`src/rtl/pc_target_table.sv`:
```
// pc_target_table: indexed branch-target table with absolute/relative entries,
// one-cycle registered lookup, write-first bypass and a saturating miss counter.
module pc_target_table #(
    parameter int D = 10,
    parameter int N = 16,
    localparam int AW = $clog2(N)
) (
    input  logic          clk,
    input  logic          reset_n,
    input  logic          wr_en,
    input  logic [AW-1:0] wr_addr,
    input  logic [D-1:0]  wr_data,
    input  logic          wr_rel,
    input  logic          rd_req,
    input  logic [AW-1:0] rd_addr,
    input  logic [D-1:0]  pc_in,
    output logic          rd_valid,
    output logic [D-1:0]  target,
    output logic          hit,
    output logic [7:0]    miss_cnt
);
    logic [N-1:0] valid;
    logic [N-1:0] rel;
    logic [D-1:0] value [N];
    logic         bypass;
    logic         e_valid;
    logic         e_rel;
    logic [D-1:0] e_val;
    logic [D-1:0] next_target;

    // A same-index write lands in the lookup result at the same edge
    always_comb begin
        bypass      = wr_en && (wr_addr == rd_addr);
        e_valid     = bypass || valid[rd_addr];
        e_rel       = bypass ? wr_rel : rel[rd_addr];
        e_val       = bypass ? wr_data : value[rd_addr];
        next_target = !e_valid ? pc_in + D'(1) : e_rel ? pc_in + e_val : e_val;
    end

    always_ff @(posedge clk or negedge reset_n) begin
        if (!reset_n) begin
            valid <= '0;
            rel   <= '0;
            for (int i = 0; i < N; i++) value[i] <= '0;
        end else if (wr_en) begin
            valid[wr_addr] <= 1'b1;
            rel[wr_addr]   <= wr_rel;
            value[wr_addr] <= wr_data;
        end
    end

    always_ff @(posedge clk or negedge reset_n) begin
        if (!reset_n) begin
            rd_valid <= 1'b0;
            target   <= '0;
            hit      <= 1'b0;
            miss_cnt <= '0;
        end else begin
            rd_valid <= rd_req;
            if (rd_req) begin
                target <= next_target;
                hit    <= e_valid;
                if (!e_valid && miss_cnt != 8'hFF) miss_cnt <= miss_cnt + 8'd1;
            end
        end
    end
endmodule

```
`config.mk`:
```
export PLATFORM = sky130hd
export DESIGN_NAME = pc_target_table
export DESIGN_NICKNAME = d
export VERILOG_FILES = /design/src/rtl/pc_target_table.sv
export SDC_FILE = /design/constraint.sdc
export NUM_CORES = 1
export LEC_CHECK = 0
export CORE_UTILIZATION = 45
export DETAILED_ROUTE_END_ITERATION = 7
export PLACE_DENSITY = 0.71
export SYNTH_ARGS = -nofsm -noshare
export SYNTH_HDL_FRONTEND = slang
export SYNTH_SLANG_ARGS = --single-unit
```
`constraint.sdc`:
```
create_clock -name clk -period 3.8 [get_ports clk]
set_input_delay 1.14 -clock clk [delete_from_list [all_inputs] [get_ports clk]]
set_output_delay 1.14 -clock clk [all_outputs]
set_load 0.02 [all_outputs]
```
== Yosys cells after proc, flatten, opt, wreduce, memory -nomap -nowiden ==
Index checks and enable logic that the tools add are counted.
Storage, ports and cells
  bits of input ports: 33
  register bits after elaboration: 212
  logic and storage cells: 60
Cells by class
  order comparisons: 6
  add/sub/neg operators: 3
  mux-type cells: 17
  equal/unequal tests: 2
  bitwise gates (word level): 3
  reduce and logical (&&, ||, !) cells: 7
Operators by type and width (number)
  160-bit bitwise mux: 1
  10-bit two-way mux: 6
  10-bit binary-select mux with 4-bit select: 1
  10-bit demux with 4-bit select: 1
  16-bit bitwise mux: 1
  16-bit bitwise OR: 1
  10-bit by 1-bit adder with 10-bit output, second input constant: 1
  10-bit adder: 1
  5-bit greater-or-equal comparator, second input constant: 2
  4-bit by 5-bit less-than comparator with 1-bit output, second input constant: 2
  4-bit NOT with 5-bit output: 2
  8-bit by 1-bit adder with 8-bit output, second input constant: 1
  1-bit binary-select mux with 4-bit select: 2
  8-bit inequality test, second input constant: 1
  5-bit by 1-bit less-than comparator with 1-bit output, second input constant: 1
  1-bit demux with 4-bit select: 1
  4-bit == test: 1
  4-bit by 1-bit greater-or-equal comparator with 1-bit output, second input constant: 1
  1-bit logical AND: 4
  1-bit two-way mux: 4
  2-bit AND reduction: 1
  1-bit logical NOT: 1
  1-bit logical OR: 1

== Longest topological paths before layout ==
Gate-level depths: netlist of the first run.
  depth after elaboration: 8
  mapped depth: 17

== Worst setup path before layout of the first run ==
OpenSTA, ideal clock, no wires.
  kind: input to register
  from: input rd_addr[3]
  to: register target[8]
  slack: -1065 ps
  required time: 3649 ps
  stages on the path: 16
  arrival: 4715 ps
  library setup time: 151 ps
  path through: buf_2 buf_2 buf_1 mux4_2 mux4_2 inv_1 o21ai_0 ha_1 fa_1 a211oi_1 o21bai_1 a2111oi_0 or3_1 a21oi_1 a21oi_1 o221ai_1
Between the ends
  word-level cells in the longest chain between the ends: 8
RTL lines
  start: declaration: RTL line 15  | input logic [AW-1:0] rd_addr,
  4-bit NOT with 5-bit output (implied by the code): RTL line 36  | e_val = bypass ? wr_data : value[rd_addr];
  10-bit binary-select mux with 4-bit select: RTL line 36
  10-bit two-way mux (implied by the code) (2 in series): RTL line 36
  10-bit two-way mux: RTL line 36
  10-bit adder: RTL line 37  | next_target = !e_valid ? pc_in + D'(1) : e_rel ? pc_in + e_val : e_val;
  10-bit two-way mux: RTL line 37
  10-bit two-way mux *: RTL line 37
  end signal: assignment: RTL line 61  | target <= next_target;
  end: declaration: RTL line 18  | output logic [D-1:0] target,
Mark *: on every way between the ends. The rest lies on a longest branch, timed or not. The select of a mux whose other input is x is not followed.
A chain may end at the register's enable or synchronous reset.

== Worst setup path in the final report of the first run ==
  from: input rd_addr[0]
  to: register target[9]
The elaborated chain is that of the path after synthesis.

==> results of run 1 <==
metal layers:
metal / vias to the layer above / track usage (%) / routed length (um)
li1: 2869 / - / -
met1: 3440 / 30.0 / 11000
met2: 187 / 38.9 / 12900
met3: 53 / 3.18 / 1240
met4: 0 / 9.10 / 1050
met5: - / 0 / 0
cell usage after synthesis, types with 4 or more instances:
cell type and count:
nand2_1 14, nor3_1 6, buf_2 5, nand3_1 12, mux2_2 184, mux4_2 58, a21oi_1 8, xor2_1 14
clkbuf_1 32, mux2i_1 10, buf_4 4, a211oi_1 5, buf_1 5, xnor2_1 10, ha_1 11, inv_1 9
or3_1 5, nor2_1 28, dfrtp_1 212, o21ai_0 6, and3_1 4, nand2b_1 9, or2_2 11
metrics by stage:
| stage | util, % | cells |
|---|---|---|
| final | 57.0 | 1127 |
| after global routing | 57.0 | 1127 |
| after CTS | 56.4 | 1118 |
| after detailed placement | 52.0 | 1069 |
| after global placement | 52.0 | 1069 |
| after floorplan | - | 708 |
state kept, by name, indices dropped and copies added, names as in the netlist:
register / cells
hit: 1
target: 10
value: 160
miss_cnt: 8
rel: 16
rd_valid: 1
valid: 16
cells by family (layout without fill, tap and decap cells):
family / count (synthesis) / after routing
compound gates: 41 / 41
xor+xnor: 24 / 24
fa+ha+maj: 12 / 12
buf+inv: 58 / 192
flops: 212 / 212
mux: 254 / 254
simple gates: 107 / 107
path summary, 6_finish.rpt:
check	from	depth (start not counted)	slack (ps)	end
worst min-delay path	valid[13]	1	470	valid[13]
worst max register to register	value[20]	13	410	target[8]
worst min register to register	valid[13]	1	470	valid[13]
min in group asynchronous	reset_n	1	660	valid[0]
worst max-delay path	rd_addr[0]	14	-180	target[9]
max in group asynchronous	reset_n	2	2240	value[27]
area by class of cell:
type	count	area (um^2)	area share (%)
multi-input combinational	438	4930	38.3
tap	285	357	2.77
clock inverter	9	151	1.18
inverter	9	33.8	0.263
sequential	212	5310	41.3
clock buffer	34	709	5.52
timing repair buffer	140	1370	10.7
report_power, final:
| part | switching, W | internal (W) | leakage, nW |
|---|---|---|---|
| clock | 0.000905 | 0.00157 | 0.421 |
| sequential | 0.000310 | 0.00281 | 2.55 |
| combinational | 0.000871 | 0.00120 | 2.47 |
| total | 0.00209 | 0.00558 | 5.45 |
worst reg2reg max path, delay by kind of cell (launching register included):
family	cells	cell delay, ps
buffers and inverters	1	80
and+or+nand+nor	1	170
adders and majority gates	2	530
AOI/OAI and AO/OA	7	1120
DFF	1	380
muxes	2	970
what timing repair did:
action	CTS	global route
resized for setup	16	13
setup buffers	3	10
endpoints found under the setup margin	4	4
pin swaps	3	9
gates cloned	3	0
==> results.json, run 1 <==
{
  "outcome": "finished, violations left",
  "violations": "setup timing",
  "antenna_found_initial": 0,
  "htreeDepth": 1,
  "synth_area_um2": 10300,
  "synth_xor_area_share_pct": 2.03,
  "via_per_inst": 5.81,
  "layout_commonest_cell": "dfrtp_1",
  "cp_cell_sequence": "buf_12 > buf_12 > buf_4 > mux4_2 > mux4_2 > mux2_4 > ha_4 > a21o_1 > nand2_2 > nand3_2 > a2111o_1 > a41oi_2 > xnor2_1 > o221a_2",
  "hold_path.class": "reg -> reg",
  "synth_compound_area_share_pct": 2.89,
  "critical_path.top_delay_family": "multiplexers",
  "grt_use_total_pct": 23.0,
  "dieArea_um2": 23600,
  "fp-row-count": 55,
  "placed_area_um2": 11700,
  "die_w_um": 154,
  "synth-simple-area-share_pct": 5.58,
  "cts_tree": "built",
  "post_drt_wl_per_cell_um": 23.2,
  "yosys.area.top_type": "dfrtp_1",
  "drt_iter0_drc": 303,
  "drt_wl_total_um": 26200,
  "cap_violations": 0,
  "ys_types": 55,
  "clock.fmax_mhz": 251,
  "nNetsFinal": 870,
  "fin_total_pwr_w": 0.00766,
  "yosysWarnings": 0,
  "first_pass_iters": 4,
  "synth_adder_area_share_pct": 1.52,
  "io_pins": 53,
  "required_ps": 4200,
  "crit_arrival_ps": 4380,
  "dp_hpwl_um": 17500,
  "synthMuxAreaShare_pct": 34.1,
  "setup_viol": 3,
  "async_flop_share_pct": 100,
  "dieHeight_um": 154,
  "ir_worst_vdd_uv": 289,
  "setup.worst_path.end_class": "flip-flop",
  "netlist.area_leader.share_pct": 51.3,
  "grt_setup_unrepaired": "true",
  "num_vias": 6549,
  "grt_max_degree": 84,
  "slew_headroom_pct": 39.0,
  "period_share_pct": 105,
  "min_period_ps": 3980,
  "worstSetupPathType": "in -> reg",
  "seq_area_frac_synth_pct": 51.3,
  "start_util_pct": 45.8,
  "setup-tns-final_ps": -360,
  "diodes": 0,
  "path_buf_inv": 3,
  "layout-drive-gt1-share_pct": 48.8,
  "ys.flop_type": "dfrtp_1",
  "holdBufCountCts": 0,
  "power.density_nw_per_um2": 596,
  "hold_viol_final": 0,
  "setup_ws_ps": -181,
  "fin_area_um2": 12900,
  "synth_edf_count": 0,
  "cts_root_buffer": "clkbuf_16",
  "clk_latency_ps": 510,
  "ant_nets": 0,
  "path_max_fanout": 8,
  "slowest_delay_ps": 500,
  "cts_buffer_depth": 3,
  "final_max_slew_viol_count": 0,
  "netlist_instances": 708,
  "whs_ps": 466,
  "worst_pin_slew_ps": 916,
  "synth_top_family_by_area": "multiplexers",
  "syn_avg_cell_area_um2": 14.6,
  "synth_area_leaders": "dfrtp_1 51%, mux2_2 20%, mux4_2 13%, ha_1 1.3%, xor2_1 1.2%",
  "final_cell_mix": "212 x dfrtp_1, 181 x mux2_2, 71 x buf_4",
  "drc": 0,
  "syn2layout_area_growth_pct": 24.3,
  "overflow": 0,
  "slowest_stage": "mux4_2",
  "leakage_nw": 5.45,
  "path_clk_slew_ps": 60,
  "globalplace.congestion": 0.894,
  "syn_nets": 753,
  "place_ws_ps": -724,
  "nFillCells": 1755,
  "crit_path_start_kind": "input pin",
  "io_buffers": 52,
  "grt_pass1_wl_um": 41300,
  "cts_buffers": 24,
  "ys_ff_latch": 212,
  "clock_sinks": 212,
  "skew_ps": 15.1,
  "core_area_um2": 22600,
  "grt_pass1_vias": 7117
}
(Power assumes the default switching activity.)
==> run 2, diff against run 1 <==
--- a/config.mk
+++ b/config.mk
@@ -5,9 +5,9 @@
 export SDC_FILE = /design/constraint.sdc
 export NUM_CORES = 1
 export LEC_CHECK = 0
-export CORE_UTILIZATION = 45
+export CORE_UTILIZATION = 55
 export DETAILED_ROUTE_END_ITERATION = 7
-export PLACE_DENSITY = 0.71
+export PLACE_DENSITY = 0.85
 export SYNTH_ARGS = -nofsm -noshare
 export SYNTH_HDL_FRONTEND = slang
 export SYNTH_SLANG_ARGS = --single-unit
==> constraint.sdc (replaced) <==
create_clock -name clk -period 3.64 [get_ports clk]
set_input_delay 1.092 -clock clk [delete_from_list [all_inputs] [get_ports clk]]
set_output_delay 1.092 -clock clk [all_outputs]
set_load 0.02 [all_outputs]
==> results.json, run 2 (synthesized netlist as in run 1, its figures left out) <==
{
  "outcome": "finished, violations left",
  "violations": "DRC, setup timing",
  "antenna_found_initial": 0,
  "min_period_ps": 4000,
  "slowest_delay_ps": 510,
  "first_pass_iters": 8,
  "grt_setup_unrepaired": "true",
  "path_clk_slew_ps": 70,
  "dp_cells": 1021,
  "path_max_fanout": 7,
  "overflow": 0,
  "period_share_pct": 110,
  "layout-drive-gt1-share_pct": 49.7,
  "placed_area_um2": 11700,
  "whs_ps": 468,
  "top_regs": "value (160), rel (16), valid (16)",
  "worstSetupPathType": "in -> reg",
  "clk_latency_ps": 510,
  "holdPathStages": 1,
  "hold_viol_final": 0,
  "final_cell_mix": "212 x dfrtp_1, 179 x mux2_2, 96 x buf_4",
  "grt_pass1_vias": 7246,
  "worstReg2RegStart": "value[60]",
  "slew_headroom_pct": 39.9,
  "die_w_um": 139,
  "grt_pass1_wl_um": 40800,
  "num_vias": 6844,
  "start_util_pct": 56.8,
  "min-delay-start": "valid[2]",
  "core_area_um2": 18200,
  "syn2layout_area_growth_pct": 23.4,
  "holdBufCountCts": 0,
  "crit_start": "rd_addr[0]",
  "leakage_nw": 5.48,
  "skew_ps": 22.0,
  "globalplace.congestion": 0.917,
  "ir_worst_vdd_uv": 347,
  "crit_arrival_ps": 4400,
  "cp_cell_sequence": "buf_12 > buf_16 > buf_12 > mux4_2 > mux4_2 > mux2_4 > ha_4 > a41oi_2 > nand3_2 > a2111o_1 > a41oi_2 > xnor2_1 > o221a_2",
  "ant_nets": 0,
  "required_ps": 4040,
  "cts_buffers": 22,
  "dieArea_um2": 19400,
  "cts_buffer_depth": 3,
  "setup.worst_path.end_class": "flip-flop",
  "layout_commonest_cell": "dfrtp_1",
  "grt_max_degree": 63,
  "hold_path.class": "reg -> reg",
  "power.density_nw_per_um2": 600,
  "crit_path_start_kind": "input pin",
  "grt_use_total_pct": 27.7,
  "drt_iter0_drc": 488,
  "ff2ff_path_depth": 13,
  "htreeDepth": 1,
  "cts_tree": "built",
  "dieHeight_um": 139,
  "largest_reg_flops": 160,
  "regMostFlops": "value",
  "drt_wl_total_um": 26200,
  "fin_area_um2": 12800,
  "setup_viol": 6,
  "drc": 10,
  "nNetsFinal": 888,
  "io_buffers": 52,
  "cts_root_buffer": "clkbuf_16",
  "dp_hpwl_um": 17500,
  "clock_sinks": 212,
  "final_max_slew_viol_count": 0,
  "post_drt_wl_per_cell_um": 24.1,
  "worst_pin_slew_ps": 901,
  "io_pins": 53,
  "cap_violations": 0,
  "fp-row-count": 49,
  "setup-tns-final_ps": -1020,
  "diodes": 0,
  "setup_ws_ps": -357,
  "stdcell_count": 1087,
  "via_per_inst": 6.30,
  "slowest_stage": "mux4_2",
  "clock.fmax_mhz": 250
}
run 2: cell types whose count changed in the layout (fill, tap and decap cells not counted), sizes merged:
cell,delta
bufbuf,-1
clkdlybuf4s50,+1
dlygate4sd2,-3
buf,+21
clkinvlp,+1
bufinv,-4
clkinv,-2
clkbuf,+1
dlymetal6s2s,+2
run 2: metal layers:
layer	track usage, %	wire, um	share of wire, %	vias to the layer above
li1	-	-	-	2902
met1	36.0	10900	42	3617
met2	46.8	13000	50	264
met3	4.63	1490	5.7	61
met4	10.6	840	3.2	0
met5	0	0	0	-
run 2: layout make-up:
class / instances / area [um^2]
Tap cell: 229 / 287
Clock buffer: 35 / 691
Inverter: 9 / 33.8
Clock inverter: 4 / 25.0
Sequential cell: 212 / 5310
Fill cell: 1143 / 5450
Multi-Input combinational cell: 438 / 4920
Timing Repair Buffer: 160 / 1500
run 2: report_power, final:
part | total, W | internal (W) | switching, W | leakage (nW)
registers | 0.00326 | 0.00293 | 0.000331 | 2.55
logic | 0.00219 | 0.00126 | 0.000930 | 2.58
clock network | 0.00220 | 0.00130 | 0.000904 | 0.348
total | 0.00765 | 0.00549 | 0.00217 | 5.48
run 2: critical path: cells and delay by family:
family | cells | cell delay [ps]
XOR/XNOR | 1 | 120
AND/OR/NAND/NOR | 1 | 130
adder cells (fa/ha/maj) | 1 | 270
multiplexers | 3 | 1300
buffers and inverters | 3 | 370
AO/OA/AOI/OAI | 4 | 1110
run 2: final timing paths:
| kind | endpoint | slack [ps] |
|---|---|---|
| worst max-delay path | target[9] | -360 |
| worst min-delay path | valid[2] | 470 |
| worst max register to register | target[8] | 230 |
| worst min register to register | valid[2] | 470 |
| max in group asynchronous | value[137] | 2240 |
| min in group asynchronous | target[9] | 560 |
run 2: timing repair:
action                     in CTS  in global routing
cloned                          1                  0
setup buffers                   7                 20
setup endpoints to repair       5                  5
pin swaps                       5                 12
gates resized for setup         8                 18
run 2: through the flow:
stage / setup slack [ps] / util (%) / total power [W]
floorplan: -662 / - / 0.00460
detailed placement: -913 / 64.2 / 0.00534
global placement: -815 / 64.2 / 0.00520
global route: -410 / 70.1 / 0.00798
finish: -357 / 70.1 / 0.00765
CTS: -267 / 68.6 / 0.00758
